--- config.mk ---
export PLATFORM = sky130hd
export DESIGN_NAME = fetch_queue
export DESIGN_NICKNAME = d
export VERILOG_FILES = /design/src/rtl/fetch_queue_pkg.sv /design/src/rtl/fetch_queue_mem.sv /design/src/rtl/fetch_queue.sv
export SDC_FILE = /design/constraint.sdc
export NUM_CORES = 1
export LEC_CHECK = 0
export CORE_AREA = 2 2 213 152
export DETAILED_ROUTE_END_ITERATION = 6
export DIE_AREA = 0 0 215 154
export PLACE_DENSITY = 0.72
export SYNTH_ARGS = -nofsm -noshare
export SYNTH_HDL_FRONTEND = slang
export SYNTH_SLANG_ARGS = --single-unit
--- constraint.sdc ---
create_clock -name clk -period 4 [get_ports clk]
set_input_delay 0.8 -clock clk [delete_from_list [all_inputs] [get_ports clk]]
set_output_delay 0.8 -clock clk [all_outputs]
set_load 0.005 [all_outputs]
--- src/rtl/fetch_queue_pkg.sv ---
// Shared types and constants for the fetch-to-decode instruction queue.
// Optional zero-latency bypass is enabled by defining FETCH_QUEUE_BYPASS_EN.
package fetch_queue_pkg;

    localparam int PC_WIDTH_DEF   = 64;
    localparam int INST_WIDTH_DEF = 32;

    // addi x0, x0, 0: decode sees this whenever no real instruction is offered.
    localparam logic [INST_WIDTH_DEF-1:0] FQ_NOP = 32'h0000_0013;

    typedef struct packed {
        logic [PC_WIDTH_DEF-1:0]   pc;
        logic [INST_WIDTH_DEF-1:0] inst;
    } fq_entry_t;

    typedef enum logic [1:0] {
        OCC_EMPTY   = 2'd0,
        OCC_PARTIAL = 2'd1,
        OCC_FULL    = 2'd2
    } fq_occ_e;

endpackage

--- src/rtl/fetch_queue_mem.sv ---
// Entry storage for fetch_queue: one write port, one combinational read port.
// Contents are deliberately not reset; validity is tracked by the queue's count.
module fetch_queue_mem #(
    parameter int DEPTH = 4,
    parameter int WIDTH = 96
) (
    input  logic                     clk,
    input  logic                     wrEn,
    input  logic [$clog2(DEPTH)-1:0] wrAddr,
    input  logic [WIDTH-1:0]         wrData,
    input  logic [$clog2(DEPTH)-1:0] rdAddr,
    output logic [WIDTH-1:0]         rdData
);

    logic [WIDTH-1:0] mem [DEPTH];

    always_ff @(posedge clk) begin
        if (wrEn) begin
            mem[wrAddr] <= wrData;
        end
    end

    assign rdData = mem[rdAddr];

endmodule

--- src/rtl/fetch_queue.sv ---
// Instruction buffer between fetch and decode with valid/ready on both sides and
// single-cycle flush. Define FETCH_QUEUE_BYPASS_EN for an empty-queue bypass path.
module fetch_queue
    import fetch_queue_pkg::*;
#(
    parameter int DEPTH           = 4,
    parameter int PC_WIDTH        = PC_WIDTH_DEF,
    parameter int INST_WIDTH      = INST_WIDTH_DEF,
    parameter int ALMOST_FULL_LVL = DEPTH - 1
) (
    input  logic                         clk,
    input  logic                         rst,
    input  logic                         flush,
    input  logic                         enq_valid,
    output logic                         enq_ready,
    input  logic [PC_WIDTH-1:0]          enq_pc,
    input  logic [INST_WIDTH-1:0]        enq_inst,
    output logic                         deq_valid,
    input  logic                         deq_ready,
    output logic [PC_WIDTH-1:0]          deq_pc,
    output logic [INST_WIDTH-1:0]        deq_inst,
    output logic [$clog2(DEPTH+1)-1:0]   count,
    output logic                         almost_full
);

    localparam int PTR_W   = $clog2(DEPTH);
    localparam int CNT_W   = $clog2(DEPTH + 1);
    localparam int ENTRY_W = PC_WIDTH + INST_WIDTH;

    logic [PTR_W-1:0]      wrPtr;
    logic [PTR_W-1:0]      rdPtr;
    logic [CNT_W-1:0]      countNext;
    logic [ENTRY_W-1:0]    headEntry;
    logic [PC_WIDTH-1:0]   headPc;
    logic [INST_WIDTH-1:0] headInst;
    fq_occ_e               occ;
    logic                  notEmpty;
    logic                  notFull;
    logic                  bypassActive;
    logic                  bypassTaken;
    logic                  deqFire;
    logic                  enqFire;
    logic                  memWrite;
    logic                  memPop;

    fetch_queue_mem #(
        .DEPTH (DEPTH),
        .WIDTH (ENTRY_W)
    ) uMem (
        .clk    (clk),
        .wrEn   (memWrite),
        .wrAddr (wrPtr),
        .wrData ({enq_pc, enq_inst}),
        .rdAddr (rdPtr),
        .rdData (headEntry)
    );

    assign headPc   = headEntry[ENTRY_W-1 -: PC_WIDTH];
    assign headInst = headEntry[INST_WIDTH-1:0];

    always_comb begin
        occ = OCC_PARTIAL;
        if (count == '0) begin
            occ = OCC_EMPTY;
        end else if (count == CNT_W'(DEPTH)) begin
            occ = OCC_FULL;
        end
    end

    assign notEmpty = (occ != OCC_EMPTY);
    assign notFull  = (occ != OCC_FULL);

`ifdef FETCH_QUEUE_BYPASS_EN
    // An empty queue forwards the fetch entry straight to decode; it is only
    // stored if decode does not take it this cycle.
    assign bypassActive = !notEmpty && enq_valid && !flush;
`else
    assign bypassActive = 1'b0;
`endif

    assign bypassTaken = bypassActive && deq_ready;
    assign deq_valid   = (notEmpty && !flush) || bypassActive;
    assign deqFire     = deq_valid && deq_ready;
    // A full queue still accepts when the head leaves in the same cycle.
    assign enq_ready   = !flush && (notFull || deqFire);
    assign enqFire     = enq_valid && enq_ready;
    assign memWrite    = enqFire && !bypassTaken;
    assign memPop      = deqFire && !bypassTaken;

    always_comb begin
        deq_pc   = '0;
        deq_inst = INST_WIDTH'(FQ_NOP);
        if (bypassActive) begin
            deq_pc   = enq_pc;
            deq_inst = enq_inst;
        end else if (deq_valid) begin
            deq_pc   = headPc;
            deq_inst = headInst;
        end
    end

    always_comb begin
        countNext = count;
        case ({memWrite, memPop})
            2'b10:   countNext = count + CNT_W'(1);
            2'b01:   countNext = count - CNT_W'(1);
            default: countNext = count;
        endcase
    end

    always_ff @(posedge clk) begin
        if (rst || flush) begin
            wrPtr <= '0;
            rdPtr <= '0;
            count <= '0;
        end else begin
            if (memWrite) begin
                wrPtr <= wrPtr + PTR_W'(1);
            end
            if (memPop) begin
                rdPtr <= rdPtr + PTR_W'(1);
            end
            count <= countNext;
        end
    end

    assign almost_full = (count >= CNT_W'(ALMOST_FULL_LVL));

endmodule

==> flow_summary.yaml <==
status:
  status: "complete, no violations"
floorplanning:
  rows: 54
  start_util: 0.4854
  core_um2: 30940
  ios: 203
  die-area_um2: 33110
  dieHeight_um: 154
  die_w_um: 215
synth:
  synth_top_family_by_area: "multiplexers"
  synth_compound_area_frac: 0.005664
  synth_mux_area_frac: 0.1439
  synth-adder-area-share: 0.005497
  yosys.area_share.simple: 0.04873
  syn-mean-instance-area_um2: 22.42
  ys_seq_area_frac: 0.7796
  yosys.area_share.xor_xnor: 0.001166
  synthesis.instances: 670
  ys_types: 31
  syn_nets: 777
  ys_seq_elements: 393
  synth.cell_area_um2: 15020
  ys_warn_count: 0
timing:
  min_period_over_period: 0.8775
  layout_setup_ws_ps: 489.9
  fin_worst_skew_ps: 7.213
  slew_violations: 0
  max_slew_margin: 0.6180
  tns_ps: 0
  max_freq_ghz: 0.2849
  rsz0062_at_grt: "no"
  layout_min_cycle_time_ps: 3510
  tightest_slew_ps: 569.9
  setup_viol: 0
  hold_violations: 0
placement:
  place.gp.congestion: 0.7036
  port_buffers: 202
  dp_hpwl_mm: 17.16
  dp_slack_ps: 530.7
  dp_cells: 1279
pwr:
  internal_power_uw: 6789
  leakagePower_uw: 0.005936
  power.net_switching_uw: 1580
  irDropWorstVdd_mv: 0.2208
  seq_power_share: 0.549
  combinationalPowerShare: 0.039
  p_per_area_nw_per_um2: 442.6
  power_uw: 8369
  clock_power_share: 0.412
  p_sw_frac: 0.1888
worst_setup_path:
  end_kind: "output pin"
  start_kind: "flop"
  crit_chain: "buf_12 > mux4_2 > and2_1 > clkdlybuf4s50_1"
  critPathTopFamily: "buffers and inverters"
  worstPathRequired_ps: 3200
  cp_slowest_cell: "mux4_2"
  path_buf_inv: 2
  path_class: "flop to output pin"
  slowest_delay_ps: 600
  cp.arrival_ps: 2710
  worstPathMaxFanout: 34
drt:
  via_count: 7119
  detail-route-antenna-nets: 0
  totalWireLength_mm: 28.11
  viasPerCell: 5.289
  wl_per_cell_um: 20.88
  drt-initial-drc-count: 554
  drc_errors: 0
  dr.pass1.iters: 5
grt:
  grt_overflow_total: 0
  antenna_found_initial: 4
  track_usage: 0.1724
  grt_pass1_vias: 7436
  grt_max_degree: 95
  grt_pass1_wl_mm: 43.33
worst_hold_path:
  hp-class: "flop to flop"
final_layout:
  postLayoutCoreUtil: 0.6110
  final_cells: 1346
  final_nets: 1006
  areaGrowthSynthToFinish_pct: 25.87
  drive_above_1_share: 0.1946
clocking:
  numCtsBuffers: 38
  clockBufferDepth: 3
  cts_tree: "built"
  clk_latency_ps: 530
  post_cts_buffers: 0
  cts_root_buffer: "clkbuf_16"
  cts_resized: 0
  clk_pin_slew_ps: 60
  postCtsHoldBufs: 0
  cts.htree.levels: 2
  clock_sinks: 393
run:
  maxCapViolations: 0
cell families (layout without fill, tap and decap cells):
logic type	after synthesis	after routing
mux	96	96
xor+xnor	2	2
flops	393	393
compound gates	13	13
other cells	0	1
fa+ha+maj	6	6
buf+inv	43	298
simple gates	117	117
registers in the layout, indices dropped and copies added (netlist names), named ones only:
signal and count:
wrPtr 2, uMem.mem 384, rdPtr 2, count 3
cells in the final DEF (no fill, tap or decap), types with 2 or more instances in the layout:
master	instances
clkbuf_16	38
edfxtp_1	384
and3_4	4
nor2b_1	2
a21o_1	2
buf_12	12
clkdlybuf4s50_1	202
a21oi_1	4
buf_4	10
dfxtp_1	7
inv_1	7
clkbuf_1	11
clkinv_1	4
xor2_1	2
mux4_2	96
ha_1	5
dfxtp_4	2
nor2_1	5
bufinv_16	4
inv_6	3
o31ai_1	2
or3_1	6
and2_1	93
o21ai_0	2
clkinv_2	5
final timing paths:
| check | startpoint | endpoint | slack, ps | depth (start not counted) |
|---|---|---|---|---|
| worst max register to register | count[0] | count[2] | 1370 | 9 |
| worst min-delay path | rdPtr[1] | flop | 500 | 2 |
| worst min register to register | rdPtr[1] | flop | 500 | 2 |
| worst max-delay path | flop | deq_inst[9] | 490 | 4 |
worst register-to-register path: stages (launching register included):
cell and delay, ps:
dfxtp_1 370, or4b_1 710, and2_4 220, inv_1 50, ha_1 180, inv_1 60
fa_1 380, xor2_1 170, or3_1 310, a21oi_1 140
cells in the mapped netlist:
| cell | instances | share of area |
|---|---|---|
| edfxtp_1 | 384 | 0.77 |
| mux4_2 | 96 | 0.14 |
| and2_1 | 93 | 0.039 |
| buf_2 | 17 | 0.0057 |
| clkbuf_1 | 11 | 0.0027 |
| dfxtp_1 | 9 | 0.012 |
| inv_1 | 7 | 0.0017 |
| buf_6 | 6 | 0.0045 |
| or3_1 | 6 | 0.0025 |
| ha_1 | 5 | 0.0042 |
| nor2_1 | 5 | 0.0012 |
| a21oi_1 | 4 | 0.0013 |
| and3_1 | 4 | 0.0017 |
| a21o_1 | 2 | 0.0010 |
| nor2b_1 | 2 | 0.00083 |
| o21ai_0 | 2 | 0.00067 |
| o31ai_1 | 2 | 0.0010 |
| xor2_1 | 2 | 0.0012 |
| a211oi_1 | 1 | 0.00050 |
| a31o_1 | 1 | 0.00058 |
| and2_4 | 1 | 0.00058 |
| buf_4 | 1 | 0.00050 |
| fa_1 | 1 | 0.0013 |
| inv_2 | 1 | 0.00025 |
| nand3_1 | 1 | 0.00033 |
| nand3b_1 | 1 | 0.00050 |
| nor3_2 | 1 | 0.00067 |
| o311ai_0 | 1 | 0.00058 |
| or2_2 | 1 | 0.00042 |
| or2_4 | 1 | 0.00058 |
| or4b_1 | 1 | 0.00067 |
power by group through the flow:
stage	logic (µW)	registers, µW	clock network (µW)
floorplan	108	4680	0
CTS	334	4590	3540
finish	329	4590	3450
global route	356	4600	3700
detailed placement	333	4680	0
global placement	326	4680	0
per-layer routing:
layer	global-route usage	routed length [µm]	share of wire
met5	0	26	0.00093
met2	0.2717	13310	0.47
met3	0.04649	1827	0.065
met4	0.04598	488	0.017
met1	0.2412	12460	0.44
per-stage QoR:
| step | cell area [µm²] | hold WS, ps |
|---|---|---|
| finish | 18910 | 503.8 |
| CTS | 18910 | 504.3 |
| detailed placement | 17710 | 494.7 |
| global placement | 17710 | 467.2 |
| global route | 18910 | 550.8 |
| floorplan | 15030 | 459.1 |
area by class of cell:
cell class / count / area [µm²]
multi-input cells: 234 / 3099
flip-flops and latches: 393 / 11720
inverters: 8 / 30.03
clock buffers: 49 / 992.2
fillers: 2254 / 12040
repair buffers: 224 / 2337
well taps: 420 / 525.5
diodes: 1 / 2.502
clock inverters: 17 / 202.7
(Power assumes the default switching activity.)
